## src/rtl/trace_axis_packer_pkg.sv

```systemverilog
// Shared constants for the trace packer: filtered instruction encodings and default widths.
package trace_axis_packer_pkg;

  localparam int unsigned XLEN_DEF       = 64;
  localparam int unsigned INSTR_W        = 32;
  localparam int unsigned FIFO_DEPTH_DEF = 16;
  localparam int unsigned CNT_W          = 32;

  // All-zero word and canonical NOP (addi x0, x0, 0) carry no trace information.
  localparam logic [INSTR_W-1:0] INSTR_ZERO = 32'h0000_0000;
  localparam logic [INSTR_W-1:0] INSTR_NOP  = 32'h0000_0013;

  // True when an instruction must not be captured into the trace stream.
  function automatic logic instr_is_dropped(input logic [INSTR_W-1:0] instr);
    return (instr == INSTR_ZERO) || (instr == INSTR_NOP);
  endfunction

endpackage

```

## src/rtl/trace_axis_packer_sig_edge_detect.sv

```systemverilog
// One-cycle rising/falling edge pulses of a level signal.
// Ports: clk, rst_n (sync, active-low), sig (level in),
//        pos_edge / neg_edge (combinational pulses against the registered previous level).
module sig_edge_detect (
  input  logic clk,
  input  logic rst_n,
  input  logic sig,
  output logic pos_edge,
  output logic neg_edge
);

  logic r_sig_d;

  // Previous-cycle level of sig.
  always_ff @(posedge clk) begin
    if (!rst_n) r_sig_d <= 1'b0;
    else        r_sig_d <= sig;
  end

  assign pos_edge = sig & ~r_sig_d;
  assign neg_edge = ~sig & r_sig_d;

endmodule

```

## src/rtl/trace_axis_packer.sv

```systemverilog
// Filters retired instructions, packs {pc, instr} words into a FIFO and streams them
// out on an AXI-Stream master with periodic or forced tlast.
// Ports:
//   clk, rst_n                       clock, synchronous active-low reset
//   instr, pc, pc_valid              retiring trace item
//   trace_enable                     external capture gate
//   force_tlast, tlast_interval      packet framing controls
//   M_AXIS_tvalid/tready/tdata/tlast AXI-Stream master
//   ctrl_we, ctrl_we_pos/neg_edge    control strobe and its edge pulses
//   overflow                         sticky lost-capture flag
module trace_axis_packer
  import trace_axis_packer_pkg::*;
#(
  parameter int unsigned XLEN       = XLEN_DEF,
  parameter int unsigned DATA_WIDTH = XLEN + INSTR_W,
  parameter int unsigned FIFO_DEPTH = FIFO_DEPTH_DEF
) (
  input  logic                  clk,
  input  logic                  rst_n,
  input  logic [INSTR_W-1:0]    instr,
  input  logic [XLEN-1:0]       pc,
  input  logic                  pc_valid,
  input  logic                  trace_enable,
  input  logic                  force_tlast,
  input  logic [CNT_W-1:0]      tlast_interval,
  output logic                  M_AXIS_tvalid,
  input  logic                  M_AXIS_tready,
  output logic [DATA_WIDTH-1:0] M_AXIS_tdata,
  output logic                  M_AXIS_tlast,
  input  logic                  ctrl_we,
  output logic                  ctrl_we_pos_edge,
  output logic                  ctrl_we_neg_edge,
  output logic                  overflow
);

  localparam int unsigned AW = $clog2(FIFO_DEPTH);

  logic [DATA_WIDTH:0]   r_mem [FIFO_DEPTH];
  logic [AW-1:0]         r_wr_ptr;
  logic [AW-1:0]         r_rd_ptr;
  logic [AW:0]           r_count;
  logic [CNT_W-1:0]      r_cnt;
  logic                  r_overflow;

  logic                  w_push_req;
  logic                  w_push;
  logic                  w_pop;
  logic                  w_full;
  logic                  w_empty;
  logic [CNT_W-1:0]      w_cnt_inc;
  logic                  w_tlast;
  logic [DATA_WIDTH:0]   w_head;

  // Capture qualification and FIFO handshake.
  assign w_push_req = pc_valid & trace_enable & ~instr_is_dropped(instr);
  assign w_full     = (r_count == (AW+1)'(FIFO_DEPTH));
  assign w_empty    = (r_count == '0);
  assign w_pop      = ~w_empty & M_AXIS_tready;
  // A full FIFO still accepts when the head leaves on the same edge.
  assign w_push     = w_push_req & (~w_full | w_pop);

  // Packet framing: >= lets a lowered interval close the packet at the next push.
  assign w_cnt_inc  = r_cnt + CNT_W'(1);
  assign w_tlast    = force_tlast | ((tlast_interval != '0) && (w_cnt_inc >= tlast_interval));

  // Storage has no reset; validity is tracked by r_count alone.
  always_ff @(posedge clk) begin
    if (w_push) r_mem[r_wr_ptr] <= {w_tlast, DATA_WIDTH'({pc, instr})};
  end

  // Pointers, occupancy, packet counter and sticky overflow.
  always_ff @(posedge clk) begin
    if (!rst_n) begin
      r_wr_ptr   <= '0;
      r_rd_ptr   <= '0;
      r_count    <= '0;
      r_cnt      <= '0;
      r_overflow <= 1'b0;
    end else begin
      if (w_push) begin
        r_wr_ptr <= r_wr_ptr + AW'(1);
        r_cnt    <= w_tlast ? '0 : w_cnt_inc;
      end
      if (w_pop) r_rd_ptr <= r_rd_ptr + AW'(1);
      case ({w_push, w_pop})
        2'b10:   r_count <= r_count + (AW+1)'(1);
        2'b01:   r_count <= r_count - (AW+1)'(1);
        default: r_count <= r_count;
      endcase
      if (w_push_req && !w_push) r_overflow <= 1'b1;
    end
  end

  // Head entry is masked to zero while the FIFO is empty.
  assign w_head        = w_empty ? '0 : r_mem[r_rd_ptr];
  assign M_AXIS_tvalid = ~w_empty;
  assign M_AXIS_tdata  = w_head[DATA_WIDTH-1:0];
  assign M_AXIS_tlast  = w_head[DATA_WIDTH];
  assign overflow      = r_overflow;

  sig_edge_detect u_ctrl_we_edge (
    .clk      (clk),
    .rst_n    (rst_n),
    .sig      (ctrl_we),
    .pos_edge (ctrl_we_pos_edge),
    .neg_edge (ctrl_we_neg_edge)
  );

endmodule

```

## config.mk

```make
export PLATFORM = sky130hd
export DESIGN_NAME = trace_axis_packer
export DESIGN_NICKNAME = d
export VERILOG_FILES = /design/src/rtl/trace_axis_packer_pkg.sv /design/src/rtl/trace_axis_packer_sig_edge_detect.sv /design/src/rtl/trace_axis_packer.sv
export SDC_FILE = /design/constraint.sdc
export NUM_CORES = 1
export LEC_CHECK = 0
export ABC_CLOCK_PERIOD_IN_PS = 15960
export BUFFER_PORTS_ARGS = -buffer_cell sky130_fd_sc_hd__buf_2
export CAP_MARGIN = 20
export CORE_ASPECT_RATIO = 1.2
export CORE_MARGIN = 8
export CORE_UTILIZATION = 60
export DETAILED_ROUTE_END_ITERATION = 10
export PLACE_DENSITY = 0.87
export SKIP_CTS_REPAIR_TIMING = 1
export SYNTH_ARGS = -nofsm -noshare
export SYNTH_HDL_FRONTEND = slang
export SYNTH_HIERARCHICAL = 1
export SYNTH_SLANG_ARGS = --single-unit
```

## constraint.sdc

```tcl
create_clock -name clk -period 15.96 [get_ports clk]
set_clock_uncertainty 0.1 [all_clocks]
set_input_delay 3.192 -clock clk [delete_from_list [all_inputs] [get_ports clk]]
set_output_delay 3.192 -clock clk [all_outputs]
set_load 0.02 [all_outputs]
```

==> out/qor.yml <==
die_h_microns: 370.4
dieArea_sq_um: 115300
cts_max_path_buffers: 3
met3_usage_pct: 4.813
start_kind: "flip-flop"
placed_area_sq_um: 65690
cts-htree-levels: 4
antenna_found_initial: 20
synthXorXnorAreaFrac_pct: 0.4322
relSlewSlack_pct: 17.42
path_class: "reg2out"
synth_cells: 2815
core_area_sq_um: 104300
area_growth_pct: 12.56
grt_max_degree: 192
grt_pass1_wl_microns: 223700
hold_depth: 2
power_density_nw_per_um2: 149.9
cp_max_fo: 133
synth_edf_count: 1552
syn_area_sq_um: 62810
cp-end-kind: "output port"
ys.flop_type: "edfxtp_1"
synth-adder-area-share_pct: 0.8486
synth_compound_area_share_pct: 0.9940
synth.yosys.warnings: 6
final-max-slew-violation-count: 0
met1_usage_pct: 33.30
drtIter0Drc: 3773
cts.clk_slew.worst_paths_ns: 0.06
first_pass_iters: 6
via_count: 31560
vdd_drop_max_v: 0.0001630
numCtsBuffers: 149
p_leak_nw: 22.31
rows: 130
grt_pass1_vias: 33000
cts_tree: "done"
track_usage_pct: 26.54
routedWlPerCell_microns: 33.50
hold_path_class: "reg2reg"
reg2reg_slack_ns: 10.95
ys_seq_area_share_pct: 75.82
cts.sinks: 1603
grt_util_met2_pct: 46.46
setup_tns_ns: 0
final_area_sq_um: 70700
syn_nets: 2992
fin_crit_ns: 8.356
avgSynthCellArea_sq_um: 22.31
yosys.area_share.simple_pct: 3.163
rsz0062_at_grt: "no"
dp_hpwl_microns: 76700
max_freq_ghz: 0.1197
drc_errors: 0
gp_congestion: 0.8332
portBuffers: 235
fin_crit_sh_pct: 52.36
r2r-end: "r_mem[5][96]$_DFFE_PP_"
tightestPinTransition_ns: 1.239
die_w_microns: 311.4
synthArstFlopShare_pct: 0
drt.antenna.violating_nets: 0
muxShareOfSynthArea_pct: 17.49
wirelength_microns: 155000
maxCapViolCount: 0
cts_root_buffer: "clkbuf_16"
finalSetupViolations: 0
synth_seq_cells: 1603
cp.required_ns: 12.67
hold_path_end: "r_cnt[31]$_SDFFE_PN0P_"
worstHoldStart: "r_cnt[31]$_SDFFE_PN0P_"
via_per_inst: 6.821
drive_gt1_share_pct: 31.39
top_usage_layer: "met2"
status: "completed"
rr_worst_depth: 12
cp_data_arrival_time_ns: 5.06
r2r_start: "r_cnt[0]$_SDFFE_PN0P_"
finalHoldViolations: 0
synth_top_family_by_area: "multiplexers"
ios: 236
start_util_pct: 60.25
insertion_delay_ns: 0.78
overflow: 0
fin_nets: 3287
synth_cell_types: 58
[per-stage QoR]
| step | hold slack (ns) | power [mW] | setup slack [ns] | instances | utilization (%) |
|---|---|---|---|---|---|
| final | 0.3981 | 10.60 | 7.604 | 4627 | 67.81 |
| after CTS | 0.3922 | 10.67 | 7.370 | 4611 | 67.68 |
| after detailed placement | 0.3835 | 7.105 | 8.185 | 4340 | 63.00 |
| after floorplan | 0.3550 | 6.394 | 4.459 | 2815 | - |
| after global routing | 0.4193 | 10.91 | 7.105 | 4619 | 67.79 |
| after global placement | 0.3630 | 7.033 | 8.322 | 4340 | 63.00 |
[worst max-delay path: stages (launching register included)]
cell and delay [ns]:
dfxtp_4 0.99, buf_12 0.83, buf_4 0.83, mux4_2 0.62
mux4_2 0.48, and2_1 0.22, buf_2 0.18
[Yosys cell counts, types with 6 or more instances]
library cell	instances	area [sq um]
edfxtp_1	1552	46600
mux4_2	485	10920
clkbuf_1	104	390.4
and2_1	101	631.9
nand2_1	71	266.5
nor2_1	52	195.2
dfxtp_1	51	1021
inv_1	48	180.2
ha_1	41	513.0
buf_2	37	185.2
a21oi_1	26	130.1
nand4_1	23	143.9
nand3_1	22	110.1
nor4_1	21	131.4
nor3_1	18	90.09
xor2_1	18	157.7
o21ai_0	15	75.07
o211ai_1	14	105.1
xnor2_1	13	113.9
and4_1	10	87.58
nor2b_1	8	50.05
nand2b_1	7	43.79
and3_1	6	37.54
mux2i_1	6	60.06
[flip-flops by register name (all words and copies together) (netlist names), named ones only]
signal / cells
u_ctrl_we_edge/r_sig_d: 1
r_rd_ptr: 4
overflow: 1
r_mem: 1552
r_count: 5
r_wr_ptr: 4
r_cnt: 32
[cell type report]
cell class	count	area (sq um)
multi-input combinational	1017	14540
fill	6035	33560
sequential	1603	47640
timing repair buffer	291	1705
clock inverter	101	1060
tap	1386	1734
inverter	48	180.2
antenna	11	27.53
clock buffer	170	3817
[logic make-up (layout without fill, tap and decap cells)]
group | after synthesis | count (layout)
flip-flops | 1603 | 1603
multiplexers | 491 | 491
AND/OR/NAND/NOR | 360 | 360
buffers and inverters | 195 | 610
AO/OA/AOI/OAI | 93 | 93
adder cells (fa/ha/maj) | 42 | 42
XOR/XNOR | 31 | 31
other | 0 | 11
[cell usage in the layout (no fill, tap or decap), drive strengths merged, types with 8 or more instances in the layout]
cell and n:
nand2 71, mux4 485, clkinv 74, a21oi 26, nor4 23, o21ai 15
dfxtp 51, ha 41, inv 57, and4 10, edfxtp 1552, and2 101
nand3 23, nor2 52, clkbuf 171, bufinv 14, nand4 23, nor2b 8
buf 290, nor3 19, o211ai 14, diode 11, xnor2 13, xor2 18
[power breakdown]
group | internal (mW) | total [mW] | leakage, nW | switching, mW
Sequential | 4.66 | 4.72 | 14.4 | 0.0586
Clock | 1.97 | 3.58 | 2.36 | 1.61
Combinational | 1.03 | 2.30 | 5.55 | 1.27
[worst max-delay path by stage]
stage                       endpoint  slack, ns  cells after the start
4_1_cts             M_AXIS_tdata[45]       7.37                      6
3_5_place_dp        M_AXIS_tdata[45]       8.18                      6
3_3_place_gp        M_AXIS_tdata[57]       8.32                      6
2_1_floorplan  r_mem[0][0]$_DFFE_PP_       4.46                      6
5_1_grt             M_AXIS_tdata[45]       7.10                      6
6_report            M_AXIS_tdata[45]       7.60                      6
[per-layer routing]
metal | vias up | share of wire [%] | wire, microns
li1 | 12470 | - | -
met1 | 16520 | 35 | 54410
met2 | 2182 | 52 | 81100
met3 | 379 | 8.9 | 13730
met4 | 10 | 3.7 | 5703
met5 | - | 0.038 | 59
Power figures use the tool's default switching activity.
